===== src/rtl/pipe_stage_skid.sv =====
// Inter-stage pipeline register: control + payload, valid/ready, optional one-entry skid.
// Latency 1 cycle; SKID=1 registers in_ready and absorbs one stall, SKID=0 passes out_ready through.
module pipe_stage_skid #(
    parameter int               CTRL_W      = 8,
    parameter int               DATA_W      = 80,
    parameter logic [CTRL_W-1:0] CTRL_BUBBLE = '0,
    parameter bit               SKID        = 1'b1
) (
    input  logic              clk,
    input  logic              reset,
    input  logic              flush,
    input  logic              in_valid,
    output logic              in_ready,
    input  logic [CTRL_W-1:0] in_ctrl,
    input  logic [DATA_W-1:0] in_data,
    output logic              out_valid,
    input  logic              out_ready,
    output logic [CTRL_W-1:0] out_ctrl,
    output logic [DATA_W-1:0] out_data,
    output logic [1:0]        occupancy
);

    typedef enum logic [1:0] {
        EMPTY = 2'd0,
        ONE   = 2'd1,
        TWO   = 2'd2
    } state_t;

    state_t state_q, state_d;

    logic              in_fire, out_fire;
    logic              ld_main_in, ld_main_skid, ld_skid, clr_main;
    logic [CTRL_W-1:0] main_ctrl, skid_ctrl;
    logic [DATA_W-1:0] main_data, skid_data;

    assign in_fire  = in_valid & in_ready;
    assign out_fire = out_valid & out_ready;

    always_ff @(posedge clk or posedge reset) begin
        if (reset) begin
            state_q <= EMPTY;
        end else begin
            state_q <= state_d;
        end
    end

    always_comb begin
        state_d = state_q;
        if (flush) begin
            state_d = EMPTY;
        end else begin
            case (state_q)
                EMPTY:   if (in_fire) state_d = ONE;
                ONE: begin
                    if (in_fire && !out_fire)      state_d = TWO;
                    else if (!in_fire && out_fire) state_d = EMPTY;
                end
                TWO:     if (out_fire) state_d = ONE;
                default: state_d = EMPTY;
            endcase
        end
    end

    always_comb begin
        ld_main_in   = 1'b0;
        ld_main_skid = 1'b0;
        ld_skid      = 1'b0;
        clr_main     = 1'b0;
        out_valid    = (state_q != EMPTY);
        occupancy    = 2'd0;
        case (state_q)
            EMPTY: begin
                ld_main_in = in_fire;
            end
            ONE: begin
                occupancy  = 2'd1;
                ld_main_in = in_fire & out_fire;
                ld_skid    = in_fire & ~out_fire;
                clr_main   = ~in_fire & out_fire;
            end
            TWO: begin
                occupancy    = 2'd2;
                ld_main_skid = out_fire;
            end
            default: ;
        endcase
    end

    generate
        if (SKID) begin : g_skid_rdy
            // Computed from next state so in_ready never depends on out_ready combinationally.
            logic in_ready_q;
            always_ff @(posedge clk or posedge reset) begin
                if (reset) begin
                    in_ready_q <= 1'b1;
                end else begin
                    in_ready_q <= (state_d != TWO);
                end
            end
            assign in_ready = in_ready_q;
        end else begin : g_pass_rdy
            assign in_ready = (state_q == EMPTY) | out_ready;
        end
    endgenerate

    // Payload is never cleared after reset; only ctrl is forced to a bubble so decoders stay safe.
    always_ff @(posedge clk or posedge reset) begin
        if (reset) begin
            main_ctrl <= CTRL_BUBBLE;
            main_data <= '0;
            skid_ctrl <= CTRL_BUBBLE;
            skid_data <= '0;
        end else if (flush) begin
            main_ctrl <= CTRL_BUBBLE;
            skid_ctrl <= CTRL_BUBBLE;
        end else begin
            if (ld_main_in) begin
                main_ctrl <= in_ctrl;
                main_data <= in_data;
            end else if (ld_main_skid) begin
                main_ctrl <= skid_ctrl;
                main_data <= skid_data;
            end else if (clr_main) begin
                main_ctrl <= CTRL_BUBBLE;
            end
            if (ld_skid) begin
                skid_ctrl <= in_ctrl;
                skid_data <= in_data;
            end
        end
    end

    assign out_ctrl = main_ctrl;
    assign out_data = main_data;

endmodule

===== config.mk =====
export PLATFORM = sky130hd
export DESIGN_NAME = pipe_stage_skid
export DESIGN_NICKNAME = d
export VERILOG_FILES = /design/src/rtl/pipe_stage_skid.sv
export SDC_FILE = /design/constraint.sdc
export NUM_CORES = 1
export LEC_CHECK = 0
export ABC_AREA = 1
export CAP_MARGIN = 20
export CORE_ASPECT_RATIO = 1.4
export CORE_MARGIN = 3
export CORE_UTILIZATION = 45
export DETAILED_ROUTE_END_ITERATION = 8
export PLACE_DENSITY = 0.7
export SLEW_MARGIN = 25
export SYNTH_ARGS = -nofsm -noshare
export SYNTH_HDL_FRONTEND = slang
export SYNTH_SLANG_ARGS = --single-unit

===== constraint.sdc =====
create_clock -name clk -period 12.15 [get_ports clk]
set_input_delay 2.43 -clock clk [delete_from_list [all_inputs] [get_ports clk]]
set_output_delay 2.43 -clock clk [all_outputs]
set_load 0.005 [all_outputs]

==> metrics.log <==
[metrics] count of final max-slew check failures: 0
[metrics] Startpoint Class: input port
[metrics] critical path depth: 9
[metrics] clock-pin slew on the worst setup and hold paths: 60 ps
[metrics] slew at the pin with the worst max-slew slack: 1020 ps
[metrics] overall via count from detail_route: 7179
[metrics] VDD IR max: 0.103 mV
[metrics] RR Startpoint: state_q[0]
[metrics] switching power of the nets: 0.482 mW
[metrics] Cells after Synth: 1064
[metrics] post-detailed-route wirelength per cell: 14.4 um
[metrics] worst-path maximum fanout: 90
[metrics] number of iterations in the first detailed-routing pass: 5
[metrics] worst slew margin relative to its limit: 32.2%
[metrics] share of synthesized flip-flops with an asynchronous set or reset: 100%
[metrics] yosys warns: 0
[metrics] number of unique standard cell types used by synthesis: 18
[metrics] critical-path cell with the highest stage delay: sky130_fd_sc_hd__inv_2
[metrics] endpoint of the worst register-to-register path: skid_data[61]
[metrics] count of hold-fix buffers inserted at cts: 0
[metrics] longest individual stage delay on the worst path: 960 ps
[metrics] total number of H-tree levels: 4
[metrics] DRC violation count after routing: 0
[metrics] crit path capture: skid_data[61]
[metrics] clock period minus final worst setup slack: 5930 ps
[metrics] largest buffer count on any clock path: 2
[metrics] Core Region: 17400 um2
[metrics] leakage power: 5.67 nW
[metrics] min-delay worst type: flip-flop to flip-flop
[metrics] depth of the worst register-to-register path: 7
[metrics] initial drt markers: 646
[metrics] max-cap violation count: 0
[metrics] area overhead of the layout relative to synthesis: 32.0%
[metrics] highest attainable clock frequency: 169 MHz
[metrics] Critical Path AT: 6290 ps
[metrics] # rows: 57
[metrics] detailed-placement wirelength estimate: 13000 um
[metrics] starting density of the core: 46.0%
[metrics] aggregate global routing overflow: 0
[metrics] sequential cell fraction of total power: 45.0%
[metrics] mean number of vias per cell: 4.90
[metrics] residual antenna-violating net count after detailed routing: 0
[metrics] number of gates resized after cts: 0
[metrics] count of nets after finishing: 1307
[metrics] Setup crit end kind: flip-flop
[metrics] overall die height: 164 um
[metrics] number of global-route vias before repair: 6977
[metrics] switching part of the total: 27.2%
[metrics] Sum Neg Setup Slack: 0 ps
[metrics] final routed wirelength across all metal layers: 21100 um
[metrics] cell area reported after detailed placement: 9940 um2
[metrics] fraction of layout instances using a drive strength above 1: 3.75%
[metrics] TritonCTS clock tree: built
[metrics] Die W: 119 um
[metrics] first-pass GRT wire length: 35200 um
[metrics] Post-Syn Area per Cell: 7.53 um2
[metrics] number of buffer and inverter stages on the critical path: 5
[metrics] TritonCTS Buffers: 17
[metrics] Post-synth EDFFs: 0
[metrics] Yosys reg bits: 179
[metrics] quantity of I/O buffers inserted on ports: 184
[metrics] sequential element share of the synthesized area: 55.9%
[metrics] Register-to-Register Setup Slack: 8370 ps
[metrics] Setup Buffers After CTS: 0
[metrics] number of fillers in the final layout: 1608
[metrics] Ports: 185
[metrics] library cell occupying the most area in the post-synthesis netlist: sky130_fd_sc_hd__dfrtp_1
[metrics] cell area after synthesis: 8010 um2
[metrics] kind of cell adding the most delay to the critical path: buffers and inverters
[metrics] critical path class: input port to flip-flop
[metrics] cells taking the most area after synthesis: sky130_fd_sc_hd__dfrtp_1 56%, sky130_fd_sc_hd__nand2_1 33%, sky130_fd_sc_hd__nand3_1 6.0%
[metrics] Layout Cell Area excl Fill: 10600 um2
[metrics] area of the die: 19500 um2
[metrics] top flip-flop cell by instance count after synthesis: sky130_fd_sc_hd__dfrtp_1
[metrics] root buffer cell: sky130_fd_sc_hd__clkbuf_16
[metrics] clock share of power: 32.8%
[metrics] Combinational Power Share: 22.2%
[metrics] clk_lat worst skew: 420 ps
[metrics] total internal power: 1.29 mW
[metrics] power density relative to cell area: 168 nW/um2
[metrics] GP Congestion: 0.826
[metrics] Synth top area share: 55.6%
[metrics] clock tree sinks: 179
[metrics] Overall Global Routing Usage: 22.4%
[metrics] final hold viol count: 0
[metrics] unrepaired setup endpoints after global routing: false
[metrics] pin count of the biggest net entering global routing: 91
[metrics] final count of negative-setup-slack endpoints: 0
[metrics] outcome: finished, final reports clean
[metrics] antenna violations before repair: 1
[metrics] final worst path period share: 48.8%
[metrics] cells traversed along the worst timing path: clkdlybuf4s50_1 > inv_1 > nand2_8 > inv_2 > nand3_4 > inv_2 > buf_4 > nand2_1 > nand2_1
[metrics] nets in the synthesized netlist: 1157
[metrics] data required time at the worst endpoint: 12510 ps
[metrics] clock skew after layout: 12.1 ps
[metrics] critical path startpoint: out_ready
registers in the layout (all words and copies together) (netlist names):
register / cells
state_q: 2
out_ctrl: 8
out_data: 80
skid_ctrl: 8
skid_data: 80
in_ready: 1
layout make-up:
class                           count  area (um2)  area share (%)
Antenna cell                        1        2.50          0.0237
Clock buffer                       24         472            4.46
Clock inverter                      8         148            1.40
Inverter                           11        46.3           0.438
Multi-Input combinational cell    815        3240            30.7
Sequential cell                   179        4480            42.4
Tap cell                          236         295            2.79
Timing Repair Buffer              190        1890            17.8
routing by layer:
metal	up-vias	global-route usage, %	wire length (um)
met5	-	0	0
met4	0	9.49	610
li1	3562	-	-
met3	35	4.17	985
met2	220	37.4	10700
met1	3362	28.7	8870
power by group through the flow:
stage	logic, mW	clock network (mW)	registers [mW]
final	0.393	0.581	0.798
after CTS	0.399	0.593	0.797
after detailed placement	0.397	0	0.805
after global placement	0.390	0	0.805
after global routing	0.446	0.615	0.814
after floorplan	0.192	0	0.798
how the worst min path moves through the flow:
stage | endpoint | slack (ps) | depth (start not counted) | from
after floorplan | skid_ctrl[0] | 440 | 2 | skid_ctrl[0]
after global placement | skid_ctrl[2] | 460 | 2 | skid_ctrl[2]
after detailed placement | skid_ctrl[4] | 460 | 2 | skid_ctrl[4]
after CTS | skid_ctrl[4] | 480 | 2 | skid_ctrl[4]
after global routing | skid_data[20] | 500 | 2 | skid_data[20]
final | skid_ctrl[1] | 470 | 2 | skid_ctrl[1]
synthesized netlist by cell type, types with 2 or more instances:
cell type	count
sky130_fd_sc_hd__nand2_1	707
sky130_fd_sc_hd__dfrtp_1	178
sky130_fd_sc_hd__nand3_1	96
sky130_fd_sc_hd__buf_2	31
sky130_fd_sc_hd__clkbuf_1	21
sky130_fd_sc_hd__inv_1	6
sky130_fd_sc_hd__inv_2	5
sky130_fd_sc_hd__buf_1	4
sky130_fd_sc_hd__nor2_1	4
sky130_fd_sc_hd__a21oi_1	2
sky130_fd_sc_hd__buf_6	2
sky130_fd_sc_hd__nand3_2	2
cell usage in the layout (no fill, tap or decap), drive strengths merged:
cell type      instances
bufinv                 4
nand2                708
buf                    6
clkinv                 2
inv                   13
nand3                 98
clkdlybuf4s50        184
clkbuf                24
nor2                   5
diode                  1
a21oi                  3
dfstp                  1
nand4                  1
dfrtp                178
logic make-up (layout without fill, tap and decap cells):
| group | Yosys count | after routing | synth area share, % |
|---|---|---|---|
| other | 0 | 1 | 0 |
| flip-flops | 179 | 179 | 55.9 |
| buffers and inverters | 70 | 233 | 4.00 |
| AO/OA/AOI/OAI | 3 | 3 | 0.234 |
| AND/OR/NAND/NOR | 812 | 812 | 39.9 |
worst min-delay path, cell delays in order, from the launching register on:
cell,delay (ps)
sky130_fd_sc_hd__dfrtp_1,340
sky130_fd_sc_hd__nand2_1,50
sky130_fd_sc_hd__nand2_1,50
metrics by stage:
stage / hold WS, ps / setup WS (ps) / total power [mW] / instances / util, %
global placement: 456 / 5700 / 1.19 / 1431 / 57.1
global route: 496 / 5900 / 1.87 / 1464 / 60.8
detailed placement: 460 / 5620 / 1.20 / 1431 / 57.1
CTS: 475 / 6040 / 1.79 / 1463 / 60.7
finish: 474 / 6220 / 1.77 / 1464 / 60.8
floorplan: 442 / 4860 / 0.990 / 1064 / -
Note: power is estimated with default switching activity, not from simulation.
